==> config.mk <==
export PLATFORM = sky130hd
export DESIGN_NAME = snoop_responder_flat
export DESIGN_NICKNAME = d
export VERILOG_FILES = /design/src/rtl/snoop_pkg.sv /design/src/rtl/snoop_responder_if.sv /design/src/rtl/snoop_decide.sv /design/src/rtl/snoop_responder.sv /design/src/flat_wrapper.sv
export SDC_FILE = /design/constraint.sdc
export NUM_CORES = 1
export LEC_CHECK = 0
export BUFFER_PORTS_ARGS = -buffer_cell sky130_fd_sc_hd__buf_2
export CORE_AREA = 2 2 233 235
export DETAILED_ROUTE_END_ITERATION = 10
export DIE_AREA = 0 0 235 237
export HOLD_SLACK_MARGIN = 0.08
export MAX_ROUTING_LAYER = met4
export PLACE_DENSITY = 0.48
export RECOVER_POWER = 100
export SKIP_LAST_GASP = 1
export SLEW_MARGIN = 0
export SYNTH_ARGS = -nofsm -noshare
export SYNTH_HDL_FRONTEND = slang
export SYNTH_SLANG_ARGS = --single-unit
==> constraint.sdc <==
create_clock -name clk -period 1.5 [get_ports clk]
set_input_delay 0.3 -clock clk [delete_from_list [all_inputs] [get_ports clk]]
set_output_delay 0.3 -clock clk [all_outputs]
set_load 0.01 [all_outputs]
==> src/rtl/snoop_pkg.sv <==
// Shared types for the MESI snoop responder.
// Holds the MESI line-state and bus-transaction encodings, the responder
// FSM states, and helpers that derive set-index and tag widths from the
// cache geometry.
package snoop_pkg;

  typedef enum logic [1:0] {
    ST_I = 2'd0,
    ST_S = 2'd1,
    ST_E = 2'd2,
    ST_M = 2'd3
  } mesi_state_t;

  typedef enum logic [1:0] {
    TX_NONE = 2'd0,
    TX_RD   = 2'd1,
    TX_RDX  = 2'd2,
    TX_UPGR = 2'd3
  } bus_tx_t;

  typedef enum logic [2:0] {
    IDLE,
    LOOKUP,
    SEND,
    UPDATE,
    ACK
  } snoop_fsm_t;

  function automatic int idx_width(input int num_sets);
    return (num_sets > 1) ? $clog2(num_sets) : 1;
  endfunction

  function automatic int tag_width(input int xlen, input int num_sets, input int off_w);
    return xlen - idx_width(num_sets) - off_w;
  endfunction

endpackage

==> src/rtl/snoop_responder_if.sv <==
// Snoop-bus broadcast channel as seen by one responder.
//   bus_valid/bus_src/bus_tx/bus_addr : broadcast message from the issuer
//   snoop_ack/snoop_shared            : per-responder completion + shared hint
// master = issuer side, slave = responder side.
interface snoop_responder_if #(
  parameter int NUM_CPUS = 4,
  parameter int XLEN     = 32,
  localparam int SW      = $clog2(NUM_CPUS)
);
  logic            bus_valid;
  logic [SW-1:0]   bus_src;
  logic [1:0]      bus_tx;
  logic [XLEN-1:0] bus_addr;
  logic            snoop_ack;
  logic            snoop_shared;

  modport master (
    output bus_valid, bus_src, bus_tx, bus_addr,
    input  snoop_ack, snoop_shared
  );

  modport slave (
    input  bus_valid, bus_src, bus_tx, bus_addr,
    output snoop_ack, snoop_shared
  );
endinterface

==> src/rtl/snoop_decide.sv <==
// Pure MESI snoop transition table.
//   tx         : incoming bus transaction
//   state      : current local state (ST_I for a miss)
//   next_state : state the local line must move to
//   supply     : line must be sent cache-to-cache
//   wb         : supplied line is dirty and also goes to memory
//   err        : BUS_UPGR seen while this cache owns the line
module snoop_decide
  import snoop_pkg::*;
(
  input  bus_tx_t     tx,
  input  mesi_state_t state,
  output mesi_state_t next_state,
  output logic        supply,
  output logic        wb,
  output logic        err
);

  always_comb begin
    next_state = state;
    supply     = 1'b0;
    wb         = 1'b0;
    err        = 1'b0;
    case (tx)
      TX_RD: begin
        if (state == ST_M || state == ST_E) begin
          next_state = ST_S;
          supply     = 1'b1;
          wb         = (state == ST_M);
        end
      end
      TX_RDX: begin
        if (state != ST_I) begin
          next_state = ST_I;
          supply     = (state == ST_M || state == ST_E);
          wb         = (state == ST_M);
        end
      end
      TX_UPGR: begin
        if (state == ST_S) begin
          next_state = ST_I;
        end else if (state == ST_M || state == ST_E) begin
          err = 1'b1;
        end
      end
      default: ;
    endcase
  end

endmodule

==> src/rtl/snoop_responder.sv <==
// Snoop-side responder placed beside each cache.
// Captures a broadcast bus message, reads the addressed set, supplies
// M/E data over the crossbar, downgrades/invalidates the local line and
// acknowledges with a shared indication.
//   clk, rst_n        : clock, async active-low reset
//   bus               : snoop broadcast channel (slave side)
//   lk_*              : combinational read port into the local tag/data array
//   upd_*             : one-cycle state write strobe into the local array
//   xo_*              : cache-to-cache data message towards bus_src
//   proto_err         : sticky, BUS_UPGR hit a local M/E line
module snoop_responder
  import snoop_pkg::*;
#(
  parameter int ID       = 0,
  parameter int NUM_CPUS = 4,
  parameter int NUM_SETS = 16,
  parameter int XLEN     = 32,
  parameter int LINE_W   = 256,
  parameter int OFF_W    = 5,
  localparam int SW      = $clog2(NUM_CPUS),
  localparam int IW      = idx_width(NUM_SETS),
  localparam int TAG_W   = tag_width(XLEN, NUM_SETS, OFF_W)
)(
  input  logic              clk,
  input  logic              rst_n,
  snoop_responder_if.slave  bus,
  output logic [IW-1:0]     lk_set,
  input  logic [1:0]        lk_state,
  input  logic [TAG_W-1:0]  lk_tag,
  input  logic [LINE_W-1:0] lk_data,
  input  logic              lk_busy,
  output logic              upd_valid,
  output logic [IW-1:0]     upd_set,
  output logic [1:0]        upd_state,
  output logic              xo_valid,
  output logic [SW-1:0]     xo_dst,
  output logic              xo_wb,
  output logic [LINE_W-1:0] xo_data,
  input  logic              xo_ready,
  output logic              proto_err
);

  snoop_fsm_t        state_q, state_d;
  logic [SW-1:0]     src_q;
  bus_tx_t           tx_q;
  logic [IW-1:0]     idx_q;
  logic [TAG_W-1:0]  tag_q;
  logic              hit_q;
  logic              wb_q;
  logic              upd_q;
  logic              done_q;
  logic              err_q;
  mesi_state_t       new_q;
  logic [LINE_W-1:0] data_q;

  logic        accept;
  logic        lk_hit;
  mesi_state_t lk_cur;
  mesi_state_t dec_next;
  logic        dec_supply, dec_wb, dec_err;

  assign accept = (bus_tx_t'(bus.bus_tx) != TX_NONE) && (bus.bus_src != SW'(ID));
  assign lk_hit = (mesi_state_t'(lk_state) != ST_I) && (lk_tag == tag_q);
  assign lk_cur = lk_hit ? mesi_state_t'(lk_state) : ST_I;

  snoop_decide u_decide (
    .tx         (tx_q),
    .state      (lk_cur),
    .next_state (dec_next),
    .supply     (dec_supply),
    .wb         (dec_wb),
    .err        (dec_err)
  );

  always_ff @(posedge clk or negedge rst_n) begin
    if (!rst_n) begin
      state_q <= IDLE;
      src_q   <= '0;
      tx_q    <= TX_NONE;
      idx_q   <= '0;
      tag_q   <= '0;
      hit_q   <= 1'b0;
      wb_q    <= 1'b0;
      upd_q   <= 1'b0;
      done_q  <= 1'b0;
      err_q   <= 1'b0;
      new_q   <= ST_I;
      data_q  <= '0;
    end else begin
      state_q <= state_d;

      // done is only armed if the issuer still holds the message at ack time;
      // it stays set until bus_valid drops so the same message is not re-run.
      if (state_q == ACK) begin
        done_q <= bus.bus_valid;
      end else if (!bus.bus_valid) begin
        done_q <= 1'b0;
      end

      if (state_q == IDLE && bus.bus_valid && !done_q) begin
        src_q <= bus.bus_src;
        tx_q  <= bus_tx_t'(bus.bus_tx);
        idx_q <= bus.bus_addr[OFF_W +: IW];
        tag_q <= bus.bus_addr[XLEN-1 -: TAG_W];
        hit_q <= 1'b0;
        upd_q <= 1'b0;
      end

      if (state_q == LOOKUP && !lk_busy) begin
        hit_q  <= lk_hit;
        data_q <= lk_data;
        new_q  <= dec_next;
        wb_q   <= dec_wb;
        upd_q  <= lk_hit && (dec_next != lk_cur);
        if (lk_hit && dec_err) begin
          err_q <= 1'b1;
        end
      end
    end
  end

  always_comb begin
    state_d          = state_q;
    bus.snoop_ack    = 1'b0;
    bus.snoop_shared = 1'b0;
    upd_valid        = 1'b0;
    xo_valid         = 1'b0;
    unique case (state_q)
      IDLE: begin
        if (bus.bus_valid && !done_q) begin
          state_d = accept ? LOOKUP : ACK;
        end
      end
      LOOKUP: begin
        if (!lk_busy) begin
          if (!lk_hit)         state_d = ACK;
          else if (dec_supply) state_d = SEND;
          else                 state_d = UPDATE;
        end
      end
      SEND: begin
        xo_valid = 1'b1;
        if (xo_ready) state_d = UPDATE;
      end
      UPDATE: begin
        upd_valid = upd_q;
        state_d   = ACK;
      end
      ACK: begin
        bus.snoop_ack    = 1'b1;
        bus.snoop_shared = hit_q;
        state_d          = IDLE;
      end
      default: state_d = IDLE;
    endcase
  end

  assign lk_set    = idx_q;
  assign upd_set   = idx_q;
  assign upd_state = new_q;
  assign xo_dst    = src_q;
  assign xo_wb     = wb_q;
  assign xo_data   = data_q;
  assign proto_err = err_q;

endmodule

==> src/flat_wrapper.sv <==
// flat-port wrapper written by rule: the top's interface ports become plain ports
module snoop_responder_flat import snoop_pkg::*;
#(
  parameter int ID       = 0,
  parameter int NUM_CPUS = 4,
  parameter int NUM_SETS = 16,
  parameter int XLEN     = 32,
  parameter int LINE_W   = 256,
  parameter int OFF_W    = 5,
  localparam int SW      = $clog2(NUM_CPUS),
  localparam int IW      = idx_width(NUM_SETS),
  localparam int TAG_W   = tag_width(XLEN, NUM_SETS, OFF_W)
)
  (clk, rst_n, lk_set, lk_state, lk_tag, lk_data, lk_busy, upd_valid, upd_set, upd_state, xo_valid, xo_dst, xo_wb, xo_data, xo_ready, proto_err, bus_bus_valid, bus_bus_src, bus_bus_tx, bus_bus_addr, bus_snoop_ack, bus_snoop_shared);
  snoop_responder_if #(.NUM_CPUS(NUM_CPUS), .XLEN(XLEN)) bus_i ();
  input  logic clk;
  input  logic rst_n;
  output logic [IW-1:0] lk_set;
  input  logic [1:0] lk_state;
  input  logic [TAG_W-1:0] lk_tag;
  input  logic [LINE_W-1:0] lk_data;
  input  logic lk_busy;
  output logic upd_valid;
  output logic [IW-1:0] upd_set;
  output logic [1:0] upd_state;
  output logic xo_valid;
  output logic [SW-1:0] xo_dst;
  output logic xo_wb;
  output logic [LINE_W-1:0] xo_data;
  input  logic xo_ready;
  output logic proto_err;
  input wire logic [$bits(bus_i.bus_valid)-1:0] bus_bus_valid;
  input wire logic [$bits(bus_i.bus_src)-1:0] bus_bus_src;
  input wire logic [$bits(bus_i.bus_tx)-1:0] bus_bus_tx;
  input wire logic [$bits(bus_i.bus_addr)-1:0] bus_bus_addr;
  output wire logic [$bits(bus_i.snoop_ack)-1:0] bus_snoop_ack;
  output wire logic [$bits(bus_i.snoop_shared)-1:0] bus_snoop_shared;
  assign bus_i.bus_valid = bus_bus_valid;
  assign bus_i.bus_src = bus_bus_src;
  assign bus_i.bus_tx = bus_bus_tx;
  assign bus_i.bus_addr = bus_bus_addr;
  assign bus_snoop_ack = bus_i.snoop_ack;
  assign bus_snoop_shared = bus_i.snoop_shared;
  snoop_responder #(.ID(ID), .NUM_CPUS(NUM_CPUS), .NUM_SETS(NUM_SETS), .XLEN(XLEN), .LINE_W(LINE_W), .OFF_W(OFF_W)) u_core (.clk(clk), .rst_n(rst_n), .bus(bus_i), .lk_set(lk_set), .lk_state(lk_state), .lk_tag(lk_tag), .lk_data(lk_data), .lk_busy(lk_busy), .upd_valid(upd_valid), .upd_set(upd_set), .upd_state(upd_state), .xo_valid(xo_valid), .xo_dst(xo_dst), .xo_wb(xo_wb), .xo_data(xo_data), .xo_ready(xo_ready), .proto_err(proto_err));
endmodule
==> summary.txt <==
Placement
  – Placed insts: 2535
  – Dpl cell area: 0.01596 mm2
  – Post-DP HPWL: 29890 um
  – I/O Buffers: 590
  – Dpl ws: -343.0 ps
  – Gpl congestion: 0.8688

Pwr
  – Pwr dens: 1779 mW/mm2
  – Maximum VDD drop: 0.9479 mV
  – Leak: 11.64 nW
  – Overall power: 41.28 mW

Min path
  – Hold Path Class: in2reg

Floorplan
  – Die Height: 237 um
  – Die Span X: 235 um
  – Initial core utilization: 0.2188
  – Num rows: 85
  – Die area: 0.05570 mm2
  – Core area: 0.05328 mm2
  – IO Count: 596

Global routing
  – Pin count of the biggest net entering global routing: 66
  – Total track usage: 0.1550
  – Initial antenna violation count: 3
  – First-pass GRT wire length: 67220 um
  – Vias in the first global route: 12370
  – Most Crowded Layer GR: met2
  – Grt total ovfl: 0
  – Grt met1 use: 0.1760
  – M2 GR Usage: 0.2708
  – M3 GR Usage: 0.03194

Cells and area
  – Nets: 2583
  – Fraction of layout cells with a size suffix above 1: 0.4269
  – Finished Layout Cells: 2976
  – Fin area: 0.02321 mm2
  – Core Util, Final: 0.4356
  – P&R area growth vs syn: 99.07%

Routing
  – Routed wire per std cell: 17.19 um
  – Via Count: 12720
  – Residual DRC count: 0
  – Iteration-0 DRC Markers: 320
  – DRT Pass-1 Iters: 5
  – Drt total wl: 51170 um
  – Via density: 4.273
  – Antenna Violating Nets Remaining: 0

Critical path
  – CP startpoint: u_core.state_q[0]
  – Setup crit end kind: primary output
  – Worst Path Arrival: 1540 ps
  – Crit Path Class: reg2out
  – R2r endpoint: u_core.xo_data[146]
  – Worst setup SP type: flip-flop
  – R2r startpoint: u_core.state_q[1]
  – Crit Path Max Fanout: 7
  – Reg-to-reg setup timing slack: -280 ps
  – Crit path capture: bus_snoop_shared
  – Worst path required time: 1200 ps
  – Reg2Reg Depth: 10

Run
  – MaxCap Viol Count: 0

Clocking
  – TritonCTS Sinks: 297
  – TritonCTS Buffers: 36
  – Clk buf depth: 3
  – # H-tree levels: 2
  – Skew-Pair Late Insertion Delay: 530 ps
  – Root buf cell: clkbuf_16
  – CTS tree: done
  – Clock Pin Slew Worst Setup and Hold Paths: 60 ps

Yosys
  – Register area share after synthesis: 0.6375
  – Unique cell type count in the Yosys netlist: 41
  – Syn Inst Count: 1254
  – Avg Inst Size Synth: 9.297 um2
  – Most numerous cell in the Yosys netlist: nand2_1
  – Synthesized area: 0.01166 mm2
  – Yosys warnings: 0
  – Top cells by area, synth: dfrtp_1 64%, nand2_1 25%, mux2_2 3.0%
  – Flops & latches, synth: 297
  – Post-synth top cells: 775 x nand2_1, 297 x dfrtp_1, 31 x buf_2, 31 x mux2_2, 29 x clkbuf_1
  – Post-synth EDFFs: 0
  – Net Count, Synth: 1580
  – Top_reg_cell synth: dfrtp_1
  – Yosys top cell area share: 0.6375
  – Post-synth top area cell: dfrtp_1
  – FFs w/ async S/R, synth: 1.000

Timing
  – Pins Over Slew Limit: 0
  – Fmax: 542.3 MHz
  – Setup violations, final: 515
  – Hold_ws: 193.5 ps
  – RSZ-0062 raised after global routing: yes
  – Final hold vios: 0
  – Period utilization: 1.229
  – Setup tns final: -77430 ps
  – Tmin final: 1844 ps
  – Crit path setup slack, layout: -344.1 ps
  – Worst-Margin Slew: 1217 ps
  – Worst rel slew slack: 0.1874
  – Skew final: 8.791 ps

Outcome
  – Failing checks: setup timing
  – Status: finished with violations
==> timing repair <==
item	CTS	global route
pin swaps	16	443
cloned	5	42
buffers inserted	15	35
gates resized for setup	36	568
hold buffers	289	0
endpoints found under the setup margin	143	297
endpoints found under the hold margin	585	0
==> placed cells by master, fill, tap and decap left out, types with 2 or more instances in the layout <==
cell type / n
buf_12: 34
buf_16: 9
buf_2: 319
buf_4: 23
buf_6: 27
buf_8: 24
bufinv_16: 4
clkbuf_1: 242
clkbuf_16: 71
clkbuf_2: 32
clkbuf_4: 5
clkbuf_8: 4
clkinv_2: 6
dfrtp_1: 297
diode_2: 3
dlygate4sd3_1: 289
ha_1: 4
inv_1: 5
mux2_2: 28
mux2_4: 3
nand2_1: 419
nand2_2: 238
nand2_4: 118
nand3_1: 5
nor2_1: 2
nor2_4: 2
nor2b_1: 2
nor3_2: 2
nor4_2: 4
o21ai_0: 3
o21bai_1: 2
o41ai_2: 3
xor2_1: 22
==> area by class of cell <==
type | count | area, um2
antenna | 3 | 7.507
inverter | 6 | 22.52
multi-input combinational | 883 | 5513
timing repair buffer | 1033 | 8202
sequential | 297 | 7432
tap | 696 | 870.8
clock inverter | 11 | 157.7
clock buffer | 47 | 1003
fill | 5070 | 30070
==> report_power, final <==
part	internal, mW	switching, mW
Clock	5.36	3.41
Sequential	11.7	2.91
Combinational	8.40	9.52
==> flip-flops by register name (all words and copies together) (netlist names) <==
signal            cells
u_core.xo_dst         2
u_core.state_q        3
u_core.done_q         1
u_core.lk_set         4
u_core.hit_q          1
u_core.tag_q         23
u_core.xo_wb          1
u_core.tx_q           2
u_core.xo_data      256
u_core.proto_err      1
u_core.upd_q          1
u_core.upd_state      2
==> routing by layer <==
layer  share of wire  vias to the layer above
li1                -                     5887
met2            0.53                      472
met1            0.39                     6240
met3           0.052                      116
met4           0.033                        0
met5               0                        -
==> critical path, cell delays in order (launching register included) <==
cell and delay [ps]:
dfrtp_1 390, buf_6 130, buf_8 130, nor2_4 90
and3_4 180, buf_6 100
==> kinds of logic (layout without fill, tap and decap cells) <==
family / Yosys count / count (layout) / synth area share
AO/OA/AOI/OAI: 21 / 21 / 0.01331
XOR/XNOR: 23 / 23 / 0.01728
adder cells (fa/ha/maj): 4 / 4 / 0.004293
buffers and inverters: 74 / 1097 / 0.03048
flip-flops: 297 / 297 / 0.6375
multiplexers: 31 / 31 / 0.02994
other: 0 / 3 / 0
AND/OR/NAND/NOR: 804 / 804 / 0.2672
==> how the worst min path moves through the flow <==
stage          startpoint                  to  slack (ps)  cells after the start
6_report         xo_ready   u_core.state_q[0]         190                      5
5_1_grt          xo_ready   u_core.state_q[0]         220                      5
4_1_cts          xo_ready   u_core.state_q[0]         160                      5
3_5_place_dp        rst_n  u_core.xo_data[88]         150                      1
3_3_place_gp        rst_n  u_core.xo_data[88]         150                      1
2_1_floorplan       rst_n       u_core.done_q           4                      0
No activity file was read; power rests on OpenSTA's default activity.
